### src/rtl/pmem_boot_loader_if.sv
// Byte-source handshake and PMEM (ic1) single-cycle write channel used by pmem_boot_loader.
// master: the loader side; slave: the byte source / PMEM side.
interface pmem_boot_loader_if;
  logic        rx_valid;
  logic [7:0]  rx_data;
  logic        rx_ready;
  logic        ic1_axi_mst_wr_valid;
  logic [31:0] ic1_axi_mst_wr_addr;
  logic [31:0] ic1_axi_mst_wr_data;

  modport master (
    input  rx_valid, rx_data,
    output rx_ready, ic1_axi_mst_wr_valid, ic1_axi_mst_wr_addr, ic1_axi_mst_wr_data
  );

  modport slave (
    output rx_valid, rx_data,
    input  rx_ready, ic1_axi_mst_wr_valid, ic1_axi_mst_wr_addr, ic1_axi_mst_wr_data
  );
endinterface

### src/rtl/pmem_boot_loader.sv
// Framed byte-stream loader: A5 | N lo | N hi | 4*N bytes, packed LE into PMEM words.
// Define PMEM_LOADER_CKSUM_EN to require a trailing XOR checksum byte before DONE.
module pmem_boot_loader #(
  parameter int unsigned PMEM_WORDS = 512,
  parameter int unsigned CNT_W      = 16
) (
  input  logic               clk,
  input  logic               rst_n,
  pmem_boot_loader_if.master bus,
  input  logic               reload,
  output logic               cpu_rst_n,
  output logic               load_done,
  output logic               load_err
);
  localparam int unsigned IDX_W     = (PMEM_WORDS > 1) ? $clog2(PMEM_WORDS) : 1;
  localparam logic [7:0]  SYNC_BYTE = 8'hA5;

  typedef enum logic [2:0] {
    IDLE, LEN0, LEN1, DATA, DONE, ERROR
`ifdef PMEM_LOADER_CKSUM_EN
    , CKSUM
`endif
  } state_t;

  state_t           state, state_nxt;
  logic             rx_ready_nxt, done_nxt, err_nxt;
  logic [CNT_W-1:0] len_q;
  logic [IDX_W-1:0] word_idx;
  logic [1:0]       byte_cnt;
  logic [23:0]      asm_q;
`ifdef PMEM_LOADER_CKSUM_EN
  logic [7:0]       cksum_q;
`endif

  logic             accept_c;
  logic [CNT_W-1:0] len_full_c;
  logic             word_end_c;
  logic             last_word_c;

  assign accept_c    = bus.rx_valid & bus.rx_ready;
  assign len_full_c  = CNT_W'({bus.rx_data, len_q[7:0]});
  assign word_end_c  = (byte_cnt == 2'd3);
  assign last_word_c = (CNT_W'(word_idx) == (len_q - CNT_W'(1)));

  // Next state and next values of the registered status outputs
  always_comb begin
    state_nxt    = state;
    rx_ready_nxt = 1'b0;
    done_nxt     = 1'b0;
    err_nxt      = 1'b0;
    case (state)
      IDLE: if (accept_c && (bus.rx_data == SYNC_BYTE)) state_nxt = LEN0;
      LEN0: if (accept_c) state_nxt = LEN1;
      LEN1: if (accept_c) begin
        if ((len_full_c == '0) || (len_full_c > CNT_W'(PMEM_WORDS))) state_nxt = ERROR;
        else                                                          state_nxt = DATA;
      end
      DATA: if (accept_c && word_end_c && last_word_c) begin
`ifdef PMEM_LOADER_CKSUM_EN
        state_nxt = CKSUM;
`else
        state_nxt = DONE;
`endif
      end
`ifdef PMEM_LOADER_CKSUM_EN
      CKSUM: if (accept_c) state_nxt = (bus.rx_data == cksum_q) ? DONE : ERROR;
`endif
      DONE, ERROR: if (reload) state_nxt = IDLE;
      default: state_nxt = IDLE;
    endcase
    rx_ready_nxt = (state_nxt != DONE) && (state_nxt != ERROR);
    done_nxt     = (state_nxt == DONE);
    err_nxt      = (state_nxt == ERROR);
  end

  // State and status registers
  always_ff @(posedge clk or negedge rst_n) begin
    if (!rst_n) begin
      state        <= IDLE;
      bus.rx_ready <= 1'b0;
      cpu_rst_n    <= 1'b0;
      load_done    <= 1'b0;
      load_err     <= 1'b0;
    end else begin
      state        <= state_nxt;
      bus.rx_ready <= rx_ready_nxt;
      cpu_rst_n    <= done_nxt;
      load_done    <= done_nxt;
      load_err     <= err_nxt;
    end
  end

  // Length capture, word assembly and PMEM write issue
  always_ff @(posedge clk or negedge rst_n) begin
    if (!rst_n) begin
      len_q                    <= '0;
      word_idx                 <= '0;
      byte_cnt                 <= '0;
      asm_q                    <= '0;
      bus.ic1_axi_mst_wr_valid <= 1'b0;
      bus.ic1_axi_mst_wr_addr  <= '0;
      bus.ic1_axi_mst_wr_data  <= '0;
`ifdef PMEM_LOADER_CKSUM_EN
      cksum_q                  <= '0;
`endif
    end else begin
      bus.ic1_axi_mst_wr_valid <= 1'b0;
      case (state)
        IDLE: begin
          word_idx <= '0;
          byte_cnt <= '0;
`ifdef PMEM_LOADER_CKSUM_EN
          cksum_q  <= '0;
`endif
        end
        LEN0: if (accept_c) len_q[7:0] <= bus.rx_data;
        LEN1: if (accept_c) len_q <= len_full_c;
        DATA: if (accept_c) begin
          byte_cnt <= byte_cnt + 2'd1;
          asm_q    <= {bus.rx_data, asm_q[23:8]};
`ifdef PMEM_LOADER_CKSUM_EN
          cksum_q  <= cksum_q ^ bus.rx_data;
`endif
          // Fourth byte: completed word goes out on the next cycle
          if (word_end_c) begin
            bus.ic1_axi_mst_wr_valid <= 1'b1;
            bus.ic1_axi_mst_wr_addr  <= 32'(word_idx);
            bus.ic1_axi_mst_wr_data  <= {bus.rx_data, asm_q};
            if (!last_word_c) word_idx <= word_idx + IDX_W'(1);
          end
        end
        default: ;
      endcase
    end
  end
endmodule

### src/flat_wrapper.sv
// flat-port wrapper written by rule: the top's interface ports become plain ports
module pmem_boot_loader_flat 
#(
  parameter int unsigned PMEM_WORDS = 512,
  parameter int unsigned CNT_W      = 16
)
  (clk, rst_n, reload, cpu_rst_n, load_done, load_err, bus_rx_valid, bus_rx_data, bus_rx_ready, bus_ic1_axi_mst_wr_valid, bus_ic1_axi_mst_wr_addr, bus_ic1_axi_mst_wr_data);
  pmem_boot_loader_if bus_i ();
  input  logic clk;
  input  logic rst_n;
  input  logic reload;
  output logic cpu_rst_n;
  output logic load_done;
  output logic load_err;
  input wire logic [$bits(bus_i.rx_valid)-1:0] bus_rx_valid;
  input wire logic [$bits(bus_i.rx_data)-1:0] bus_rx_data;
  output wire logic [$bits(bus_i.rx_ready)-1:0] bus_rx_ready;
  output wire logic [$bits(bus_i.ic1_axi_mst_wr_valid)-1:0] bus_ic1_axi_mst_wr_valid;
  output wire logic [$bits(bus_i.ic1_axi_mst_wr_addr)-1:0] bus_ic1_axi_mst_wr_addr;
  output wire logic [$bits(bus_i.ic1_axi_mst_wr_data)-1:0] bus_ic1_axi_mst_wr_data;
  assign bus_i.rx_valid = bus_rx_valid;
  assign bus_i.rx_data = bus_rx_data;
  assign bus_rx_ready = bus_i.rx_ready;
  assign bus_ic1_axi_mst_wr_valid = bus_i.ic1_axi_mst_wr_valid;
  assign bus_ic1_axi_mst_wr_addr = bus_i.ic1_axi_mst_wr_addr;
  assign bus_ic1_axi_mst_wr_data = bus_i.ic1_axi_mst_wr_data;
  pmem_boot_loader #(.PMEM_WORDS(PMEM_WORDS), .CNT_W(CNT_W)) u_core (.clk(clk), .rst_n(rst_n), .bus(bus_i), .reload(reload), .cpu_rst_n(cpu_rst_n), .load_done(load_done), .load_err(load_err));
endmodule
### config.mk
export PLATFORM = sky130hd
export DESIGN_NAME = pmem_boot_loader_flat
export DESIGN_NICKNAME = d
export VERILOG_FILES = /design/src/rtl/pmem_boot_loader_if.sv /design/src/rtl/pmem_boot_loader.sv /design/src/flat_wrapper.sv
export SDC_FILE = /design/constraint.sdc
export NUM_CORES = 1
export LEC_CHECK = 0
export BUFFER_PORTS_ARGS = -buffer_cell sky130_fd_sc_hd__buf_2
export CELL_PAD_IN_SITES_DETAIL_PLACEMENT = 0
export CELL_PAD_IN_SITES_GLOBAL_PLACEMENT = 1
export CORE_UTILIZATION = 40
export DETAILED_ROUTE_END_ITERATION = 8
export PLACE_DENSITY_LB_ADDON = 0.2
export SLEW_MARGIN = 25
export SYNTH_ARGS = -nofsm -noshare
export SYNTH_HDL_FRONTEND = slang
export SYNTH_SLANG_ARGS = --single-unit
### constraint.sdc
create_clock -name clk -period 4.6 [get_ports clk]
set_clock_uncertainty 0.2 [all_clocks]
set_input_delay 0.46 -clock clk [delete_from_list [all_inputs] [get_ports clk]]
set_output_delay 0.46 -clock clk [all_outputs]
set_load 0.02 [all_outputs]
=== After elaboration in Yosys (flattened, before gate mapping) ===
Index checks and enable logic that the tools add are counted.

* Word-level logic and storage cells: 66
* Register bits after elaboration: 99

* Reduce and logical (&&, ||, !) cells: 15
* Equality and inequality tests: 15
* Bitwise operators: 2
* Multiplexer cells: 18
* $lt $le $gt $ge: 1
* Add/sub/neg operators: 3

{| class="wikitable"
|+ Operator list
! kind !! count
|-
| $mux W9 || 3
|-
| $mux W3 || 6
|-
| $pmux W9 S2 || 1
|-
| $eq A9 B16 Y1 || 1
|-
| $gt A16 B10 Y1 const B || 1
|-
| $logic_not A16 Y1 || 1
|-
| $pmux W8 S2 || 1
|-
| $sub A16 B1 Y16 const B || 1
|-
| $pmux W3 S5 || 1
|-
| $eq A3 B3 Y1 const B || 4
|-
| $add A9 B1 Y9 const B || 1
|-
| $eq A8 B8 Y1 const B || 1
|-
| $mux W8 || 1
|-
| $eq A3 B2 Y1 const B || 2
|-
| $ne A3 B3 Y1 const B || 2
|-
| $reduce_and A2 Y1 || 3
|-
| $reduce_and A3 Y1 || 2
|-
| $logic_and A1 B1 Y1 || 4
|-
| $ne A2 B1 Y1 const B || 2
|-
| $pmux W2 S2 || 1
|-
| $reduce_and A4 Y1 || 1
|-
| $eq A3 B1 Y1 const B || 1
|-
| $logic_not A3 Y1 || 1
|-
| $mux W1 || 3
|-
| other kinds (9) || 9
|}

=== Depth between registers and ports, before layout ===
* Depth in word-level cells: 7
* Depth in mapped cells: 11
* Gate-level depth less buffers: 10

=== Worst setup path before layout ===
Ideal clock, no wire load.

* Kind: flip-flop to flip-flop
* From: reg u_core.len_q[0]
* To: reg u_core.state[0]
* Setup time: 0.124 ns
* Slack: 1.708 ns
* Data arrival time: 2.568 ns
* Stages on the path, launching flop included: 11
* Cell sequence: dfrtp_1 -> inv_1 -> ha_1 -> or3b_2 -> or4_1 -> a21oi_1 -> a211oi_1 -> nor3_2 -> buf_6 -> a31oi_1 -> or2_1

* Longest elaborated chain between the ends: 5

{| class="wikitable"
|+ RTL lines
! element !! line !! RTL
|-
| from (decl) || pmem_boot_loader.sv:27 || <nowiki>logic [CNT_W-1:0] len_q;</nowiki>
|-
| from (signal assigned) || pmem_boot_loader.sv:116 || <nowiki>LEN0: if (accept_c) len_q[7:0] <= bus.rx_data;</nowiki>
|-
| from (signal assigned) || pmem_boot_loader.sv:117 || <nowiki>LEN1: if (accept_c) len_q <= len_full_c;</nowiki>
|-
| $sub A16 B1 Y16 || pmem_boot_loader.sv:43 || <nowiki>assign last_word_c = (CNT_W'(word_idx) == (len_q - CNT_W'(1)));</nowiki>
|-
| $eq A9 B16 Y1 || pmem_boot_loader.sv:43 ||
|-
| $logic_and A1 B1 Y1 || pmem_boot_loader.sv:58 || <nowiki>DATA: if (accept_c && word_end_c && last_word_c) begin</nowiki>
|-
| $mux W3 || pmem_boot_loader.sv:58 ||
|-
| $pmux W3 S5 || pmem_boot_loader.sv:51 || <nowiki>case (state)</nowiki>
|-
| net u_core.state_nxt[0] || pmem_boot_loader.sv:25 || <nowiki>state_t state, state_nxt;</nowiki>
|-
| to (signal assigned) || pmem_boot_loader.sv:85 || <nowiki>state <= state_nxt;</nowiki>
|-
| to (decl) || pmem_boot_loader.sv:25 ||
|}

The timed path passes the listed nets, and every way through them passes these cells.
A chain may end at the register's enable or synchronous reset.

=== Worst setup path after layout ===
Same ends and word-level chain as after synthesis.

==> flow_summary.ini <==
[sta]
hold-worst-slack_ns = -0.0117
finalHoldViolCount = 8
drv_slew = 0
min_period_over_period_pct = 74.1
setup_tns_ns = 0
max_freq_mhz = 293
max-slew-margin-rel_pct = 47.5
fin_crit_ns = 3.41
tightest_slew_ns = 0.788
grt_setup_unrepaired = no
finalSetupViolations = 0

[finish]
finalNonFillerCells = 595
diodes = 0
drive_gt1_share_pct = 36.5
nets = 463
synthToLayoutAreaGrowth_pct = 13.2
fin_util_pct = 46.7

[synthesis]
yosysSeqAreaShare_pct = 52.4
muxShareOfSynthArea_pct = 20.0
synthTopCellsByCount = 99 x dfrtp_1, 78 x mux2_2, 25 x nand2_1
synth-adder-area-share_pct = 0.793
ys_warn_count = 0
synthArstFlopShare_pct = 100
synth_top_area_share_pct = 52.4
synth_most_common_cell = dfrtp_1
syn_inst = 395
syn-cell-area_um2 = 4730
yosys.area_share.simple_pct = 12.5
syn_avg_cell_area_um2 = 12.0
synthTopCellsByArea = dfrtp_1 52%, mux2_2 19%, buf_4 3.8%, nand2_1 2.0%, xnor2_1 1.9%
ys_ff_latch = 99
yosys.area_share.xor_xnor_pct = 2.04
synth_area_leader_cell = dfrtp_1
synth_compound_area_share_pct = 6.11
synth_top_family_by_area = multiplexers
synth-edff-count = 0
ys_types = 51
synth_ff_type = dfrtp_1

[drt]
dr.max_layer_used = met4
postRouteAntennaNets = 0
drt_first_iter_violations = 127
route.met2.wl_um = 4460
drc_errors = 0
wl_met1_um = 4490
finalWirelength_um = 9540
num_vias = 3148
avgRoutedWirePerCell_um = 16.0
met3_length_um = 401
vias_per_cell = 5.29
dr.pass1.iters = 4

[cts]
clkSinkCount = 99
cts_buffers = 9
clock-root-buffer = clkbuf_16
clk_pin_slew_ns = 0.06
cts_setup_buffers = 0
cts_tree = built
htreeDepth = 3
cts_hold_buf = 0
insertion_delay_ns = 0.34
clk_path_buf_depth = 2
cts_resized = 0

[floorplan]
num_io_pins = 81
die_h_um = 111
start_util_pct = 41.3
num_rows = 39
die_area_um2 = 12300
core-area_um2 = 11500
dieWidth_um = 111

[worst_setup_path]
rr_worst_depth = 9
cp.depth = 9
cp_top_family = simple AND/OR/NAND/NOR gates
worstSetupEndpointType = flip-flop
slowest_delay_ns = 0.59
crit_chain = inv_1 > ha_1 > or3b_2 > or4_1 > a21oi_1 > a211oi_1 > nor3_2 > a31oi_1 > or2_1
path_max_fanout = 11
r2r_slack_ns = 1.19
reg2reg_to = u_core.state[0]
path_class = reg -> reg
r2r-start = u_core.len_q[0]
worstSetupStartpointType = flip-flop
crit_arrival_ns = 3.44
cp-endpoint = u_core.state[0]
crit_start = u_core.len_q[0]
critPathBufInv = 1
required_ns = 4.63
crit_slowest_cell = nor3_2

[global_route]
grt_usage_pct = 16.5
grt_pass1_wl_um = 16100
antenna_found_initial = 0
grt_max_degree = 66
grt-ovfl-total = 0
grt_pass1_vias = 3100

[status]
outcome = finished, violations left
violations = negative hold slack

[pwr]
power.leakage_nw = 2.63
power_density_nw_per_um2 = 473
peakVddDrop_v = 0.000233
p_total_mw = 2.53

[place]
dp.cells = 580
gp_congestion = 0.819
port_buffers = 57
hpwl_um = 6610

[job]
drv_cap = 0

[min_path]
min_path_type = in -> async
## per-layer routing
layer  up-vias  global-route usage (%)
met2        83                    25.5
li1       1479                       -
met4         0                    7.11
met1      1569                    22.8
met3        17                    3.06
met5         -                       0
## placed cells by master, fill, tap and decap left out, types with 4 or more instances in the layout
cell	netlist	routed
nor2_1	9	8
o21ai_0	10	10
or3_1	7	7
nand2b_1	6	6
nor3_1	9	9
mux2_2	78	78
o21a_1	6	6
nand3_1	8	8
and3_1	7	7
nand2_1	25	25
xnor2_1	10	10
buf_2	0	56
or4_1	4	4
mux2i_1	7	7
inv_1	6	6
buf_4	24	5
dfrtp_1	99	99
clkbuf_16	0	9
a21oi_1	10	10
conb_1	1	23
## power breakdown
part	internal, mW	total, mW	switching (mW)
clock	0.437	0.763	0.326
combinational	0.270	0.598	0.328
sequential	0.995	1.17	0.178
## per-stage QoR
step	area [um2]	worst slack (ns)	hold slack, ns
5_1_grt	5360	0.934	0.0658
6_report	5360	1.19	-0.0117
4_1_cts	5360	1.18	0.0350
3_5_place_dp	5050	1.17	0.286
3_3_place_gp	5050	1.23	0.270
2_1_floorplan	4810	1.71	-0.0356
## how the worst min path moves through the flow
stage	from	end	cells after the start
floorplan	rst_n	u_core.asm_q[0]	0
global placement	u_core.bus.ic1_axi_mst_wr_addr[7]	u_core.bus.ic1_axi_mst_wr_addr[7]	2
detailed placement	u_core.bus.ic1_axi_mst_wr_addr[7]	u_core.bus.ic1_axi_mst_wr_addr[7]	2
CTS	rst_n	u_core.bus.ic1_axi_mst_wr_addr[0]	1
global route	rst_n	u_core.bus.ic1_axi_mst_wr_addr[1]	1
finish	rst_n	u_core.bus.ic1_axi_mst_wr_addr[6]	1
## flip-flops by register name (all words and copies together), names as in the netlist
| register | flops |
|---|---|
| u_core.state | 3 |
| u_core.bus.ic1_axi_mst_wr_data | 32 |
| u_core.bus.rx_ready | 1 |
| u_core.load_err | 1 |
| u_core.cpu_rst_n | 1 |
| u_core.bus.ic1_axi_mst_wr_valid | 1 |
| u_core.asm_q | 24 |
| u_core.len_q | 16 |
| u_core.word_idx | 9 |
| u_core.byte_cnt | 2 |
| u_core.bus.ic1_axi_mst_wr_addr | 9 |
## layout make-up
| class | instances | area (um2) |
|---|---|---|
| inverters | 8 | 30.0 |
| repair buffers | 61 | 318 |
| fillers | 1085 | 6110 |
| multi-input cells | 269 | 2050 |
| well taps | 143 | 179 |
| flip-flops and latches | 99 | 2480 |
| clock buffers | 10 | 239 |
| clock inverters | 5 | 62.6 |
## logic make-up after synthesis
group | Yosys count
AO/OA/AOI/OAI | 45
XOR/XNOR | 11
adder cells (fa/ha/maj) | 3
buffers and inverters | 49
flip-flops | 99
multiplexers | 85
other | 1
AND/OR/NAND/NOR | 102
No activity file was read; power rests on OpenSTA's default activity.
